`config.mk`:
```
export PLATFORM = sky130hd
export DESIGN_NAME = fifo_read_sched
export DESIGN_NICKNAME = d
export VERILOG_FILES = /design/src/rtl/fifo_read_sched_pkg.sv /design/src/rtl/sync_2ff.sv /design/src/rtl/fifo_read_sched.sv
export SDC_FILE = /design/constraint.sdc
export NUM_CORES = 1
export LEC_CHECK = 0
export ABC_AREA = 1
export CAP_MARGIN = 30
export CORE_MARGIN = 1
export CORE_UTILIZATION = 35
export CTS_BUF_LIST = sky130_fd_sc_hd__clkbuf_2
export CTS_CLUSTER_DIAMETER = 30
export DETAILED_ROUTE_END_ITERATION = 8
export GPL_TIMING_DRIVEN = 1
export SLEW_MARGIN = 0
export SYNTH_ARGS = -nofsm -noshare
export SYNTH_HDL_FRONTEND = slang
export SYNTH_SLANG_ARGS = --single-unit
```
`constraint.sdc`:
```
create_clock -name clk_out -period 4 [get_ports clk_out]
set_input_delay 0.8 -clock clk_out [delete_from_list [all_inputs] [get_ports clk_out]]
set_output_delay 0.8 -clock clk_out [all_outputs]
set_load 0.01 [all_outputs]
```
`src/rtl/fifo_read_sched_pkg.sv`:
```
// Shared types and defaults for the FIFO read-side scheduler.
// State encodings are visible on the debug port, so they are fixed here.
package fifo_read_sched_pkg;

    typedef enum logic [2:0] {
        IDLE   = 3'd0,
        READ   = 3'd1,
        WAIT   = 3'd2,
        LAUNCH = 3'd3,
        ACK    = 3'd4,
        DRAIN  = 3'd5,
        GAP    = 3'd6
    } state_t;

    localparam int RD_LAT_DEF      = 1;
    localparam int ACK_TIMEOUT_DEF = 1024;
    localparam int GAP_CYC_DEF     = 2;

    localparam int LAT_W = 3;
    localparam int GAP_W = 4;

    function automatic int tmo_width(input int timeout);
        return (timeout < 2) ? 1 : $clog2(timeout);
    endfunction

endpackage

```
`src/rtl/sync_2ff.sv`:
```
// Generic single-bit two-flop synchroniser.
// Async active-high reset clears both stages.
module sync_2ff (
    input  logic clk,
    input  logic rst,
    input  logic d,
    output logic q
);

    logic meta;

    always_ff @(posedge clk or posedge rst) begin
        if (rst) begin
            meta <= 1'b0;
            q    <= 1'b0;
        end else begin
            meta <= d;
            q    <= meta;
        end
    end

endmodule

```
`src/rtl/fifo_read_sched.sv`:
```
// Read-side scheduler: pops one frame at a time from the async FIFO
// and waits for the serial output stage to finish before the next pop.
module fifo_read_sched
    import fifo_read_sched_pkg::*;
#(
    parameter int RD_LAT      = RD_LAT_DEF,
    parameter int ACK_TIMEOUT = ACK_TIMEOUT_DEF,
    parameter int GAP_CYC     = GAP_CYC_DEF,
    parameter int CNT_W       = 16
) (
    input  logic             clk_out,
    input  logic             rst,
    input  logic             enable,
    input  logic             fifo_empty,
    input  logic             data_count_zero,
    input  logic             out_busy,
    output logic             fifo_r_enable,
    output logic             frame_start,
    output logic             sched_busy,
    output logic [CNT_W-1:0] frames_sent,
    output logic             timeout_err,
    output logic [2:0]       state_o
);

    localparam int TMO_W = tmo_width(ACK_TIMEOUT);

    state_t state, state_n;

    logic [LAT_W-1:0] lat_cnt, lat_n;
    logic [TMO_W-1:0] tmo_cnt, tmo_n;
    logic [GAP_W-1:0] gap_cnt, gap_n;
    logic             busy_s;
    logic             tmo_hit;
    logic             count;
    logic             tmo_set;

    sync_2ff u_busy_sync (
        .clk (clk_out),
        .rst (rst),
        .d   (out_busy),
        .q   (busy_s)
    );

    assign tmo_hit = (tmo_cnt == TMO_W'(ACK_TIMEOUT - 1));
    assign state_o = state;

    always_ff @(posedge clk_out or posedge rst) begin
        if (rst) begin
            state <= IDLE;
        end else begin
            state <= state_n;
        end
    end

    always_comb begin
        state_n = state;
        unique case (state)
            IDLE:    if (enable && !fifo_empty) state_n = READ;
            READ:    state_n = WAIT;
            WAIT:    if (lat_cnt == '0) state_n = LAUNCH;
            LAUNCH:  state_n = data_count_zero ? GAP : ACK;
            ACK: begin
                if (busy_s)       state_n = DRAIN;
                else if (tmo_hit) state_n = GAP;
            end
            DRAIN:   if (!busy_s || tmo_hit) state_n = GAP;
            GAP:     if (gap_cnt <= GAP_W'(1)) state_n = IDLE;
            default: state_n = IDLE;
        endcase
    end

    always_comb begin
        lat_n   = lat_cnt;
        tmo_n   = tmo_cnt;
        gap_n   = gap_cnt;
        count   = 1'b0;
        tmo_set = 1'b0;
        unique case (state)
            READ: lat_n = LAT_W'(RD_LAT - 1);
            WAIT: if (lat_cnt != '0) lat_n = lat_cnt - LAT_W'(1);
            LAUNCH: begin
                tmo_n = '0;
                count = data_count_zero;
            end
            ACK: begin
                if (busy_s)       tmo_n = '0;
                else if (tmo_hit) tmo_set = 1'b1;
                else              tmo_n = tmo_cnt + TMO_W'(1);
            end
            DRAIN: begin
                if (!busy_s)      count = 1'b1;
                else if (tmo_hit) tmo_set = 1'b1;
                else              tmo_n = tmo_cnt + TMO_W'(1);
            end
            GAP: if (gap_cnt != '0) gap_n = gap_cnt - GAP_W'(1);
            default: ;
        endcase
        // GAP_CYC=0 still spends one cycle in GAP before IDLE
        if (state_n == GAP && state != GAP) gap_n = GAP_W'(GAP_CYC);
    end

    always_ff @(posedge clk_out or posedge rst) begin
        if (rst) begin
            lat_cnt       <= '0;
            tmo_cnt       <= '0;
            gap_cnt       <= '0;
            fifo_r_enable <= 1'b0;
            frame_start   <= 1'b0;
            sched_busy    <= 1'b0;
            frames_sent   <= '0;
            timeout_err   <= 1'b0;
        end else begin
            lat_cnt       <= lat_n;
            tmo_cnt       <= tmo_n;
            gap_cnt       <= gap_n;
            fifo_r_enable <= (state_n == READ);
            frame_start   <= (state_n == LAUNCH);
            sched_busy    <= (state_n != IDLE);
            if (count)   frames_sent <= frames_sent + CNT_W'(1);
            if (tmo_set) timeout_err <= 1'b1;
        end
    end

endmodule
```
==> results.yml <==
clocking:
  clock_sinks: 42
  clk_pin_slew_ps: 210
  cts-resized-gates: 0
  clockBufferDepth: 2
  cts-hold-fix-buffers: 0
  clkLatencyLatePin_ps: 410
  htree_num_levels: 2
  cts_root_buf: "clkbuf_2"
  tritoncts: "yes"
  numCtsBuffers: 5
  cts_setup_buffers: 0
synth:
  synth_ff_type: "dfrtp_1"
  async_flop_share: 1.00
  synth_top_area_share: 0.437
  synthCells: 314
  yosys-top-cells-area: "dfrtp_1 (44%), nand2_1 (13%), inv_1 (6.6%), nor2_1 (5.8%), nand3_1 (4.0%)"
  synth_top_cells_by_count: "nand2_1 (83), dfrtp_1 (42), inv_1 (42)"
  ys_warn_count: 0
  syn_area_per_cell_um2: 7.66
  synth_top_area_cell: "dfrtp_1"
  netlist_area_um2: 2400
  ys_ff_latch: 42
  syn-num-nets: 327
  synth-seq-area-share: 0.437
  synthMostInstantiatedCell: "nand2_1"
  synth_edf_count: 0
  ys_types: 26
layout:
  diodes: 0
  nFillCells: 657
  layout.cells.non_filler: 425
  fin_nets: 360
  regArea_um2: 1050
  area_growth_pct: 19.2
  stdcell_area_um2: 2870
  drive_gt1_frac: 0.0977
  multi_input_area_um2: 1130
  utilization: 0.441
worst_setup_path:
  worstPathRequired_ps: 3200
  cp-end-kind: "primary output"
  cp_cell_sequence: "clkdlybuf4s50_1"
  crit_family: "buffers and inverters"
  crit_buf_inv: 1
  critPathSlowestCell: "clkdlybuf4s50_1"
  cp.arrival_ps: 1590
  cp_slowest_stage_delay_ps: 610
  crit_type: "reg -> out"
  cp-start-kind: "flop"
  cp_max_fo: 10
die:
  core.rowCount: 29
  io_pins: 29
  start_util: 0.370
  core_area_um2: 6490
  die_h_um: 84.9
  die_w_um: 84.9
  dieArea_um2: 7210
routing:
  detail-route-antenna-nets: 0
  drc: 1
  vias_per_cell: 4.78
  drt_iter0_markers: 100
  dr.pass1.iters: 6
  num_vias: 2030
  totalWireLength_um: 4880
  routedWlPerCell_um: 11.5
timing:
  whs_ps: 380
  slew_headroom: 0.683
  tns_ps: 0
  worst_pin_slew_ps: 472
  fin_crit_sh: 0.598
  setup_violations: 0
  setup_ws_ps: 1610
  rsz0062_at_grt: "no"
  min_period_ps: 2390
  slew_viol_final: 0
  skew_ps: 16.1
  fmax_mhz: 418
  hold_viol_final: 0
pwr:
  pwr-share-seq: 0.403
  power_leakage_nw: 1.38
  comb_power_share: 0.384
  powerDensity_nw_per_um2: 507
  switchingPower_uw: 567
  p_int_uw: 885
  clock_power_share: 0.213
  p_sw_frac: 0.391
  power_mw: 1.45
  peakVddDrop_mv: 0.257
placement:
  placed_cell_area_um2: 2780
  place_inst: 417
  dp_hpwl_um: 3640
  port_buffers: 28
  routabilityCongestion: 0.848
  pre_cts_ws_ps: 1950
global_route:
  grt_start_max_net_pins: 22
  antenna_found_initial: 0
  grt_pass1_vias: 1874
  grt-ovfl-total: 0
  grt_use_total: 0.153
  grt_pass1_wl_um: 8770
run_status:
  status: "finished, violations left"
  failed_checks: "DRC"
worst_hold_path:
  min_path_type: "reg -> reg"
flow_run:
  max_cap_viol_count: 0
[layout by cell type, fill, tap and decap left out, drive strengths merged]
cell type and instances:
o22ai 2, xor2 6, buf 2, a21oi 11, nor3 7, bufinv 2, inv 46, nor2 44
clkdlybuf4s50 28, nand2 88, a21o 1, clkinv 4, dfrtp 42, ha 7, xnor2 3, nand3 24
nand4 14, clkbuf 5, o21ai 12
[power by group through the flow]
stage                     logic [mW]  registers (mW)  clock network [mW]
after detailed placement       0.556           0.590                   0
final                          0.558           0.585               0.310
after CTS                      0.561           0.585               0.323
after floorplan                0.394           0.591                   0
after global routing           0.632           0.600               0.338
after global placement         0.549           0.593                   0
[cell families (layout without fill, tap and decap cells)]
family                   Yosys count  after routing  synth area share
AND/OR/NAND/NOR                  177            177             0.342
buffers and inverters             53             87            0.0936
flip-flops                        42             42             0.437
AO/OA/AOI/OAI                     26             26            0.0578
XOR/XNOR                           9              9            0.0328
adder cells (fa/ha/maj)            7              7            0.0364
[cell type report]
class                           count  share of cell area
Clock buffer                        5             0.00873
Clock inverter                      3              0.0223
Inverter                           49              0.0650
Multi-Input combinational cell    219               0.394
Sequential cell                    42               0.367
Tap cell                           77              0.0336
Timing Repair Buffer               30               0.110
[layer usage]
metal  track usage  up-vias  share of wire
met5             0        -              0
met4        0.0555        0          0.014
met3        0.0350        6          0.041
met2         0.234       33           0.43
met1         0.214      932           0.51
li1              -     1059              -
[sequential cells by signal (all words and copies together) (netlist names)]
register and flops:
gap_cnt 4, sched_busy 1, frames_sent 16, state_o 3, timeout_err 1, tmo_cnt 10
frame_start 1, u_busy_sync.meta 1, u_busy_sync.q 1, lat_cnt 3, fifo_r_enable 1
[path summary, 6_finish.rpt]
| path | cells past startpoint | to | slack, ps | from |
|---|---|---|---|---|
| worst max-delay path | 1 | state_o[2] | 1610 | state_o[2] |
| worst min-delay path | 0 | u_busy_sync.q | 380 | u_busy_sync.meta |
| worst max register to register | 8 | tmo_cnt[2] | 2350 | state_o[2] |
| worst min register to register | 0 | u_busy_sync.q | 380 | u_busy_sync.meta |
| max in group asynchronous | 4 | tmo_cnt[3] | 2690 | rst |
| min in group asynchronous | 2 | frames_sent[13] | 610 | rst |
Note: power is estimated with default switching activity, not from simulation.
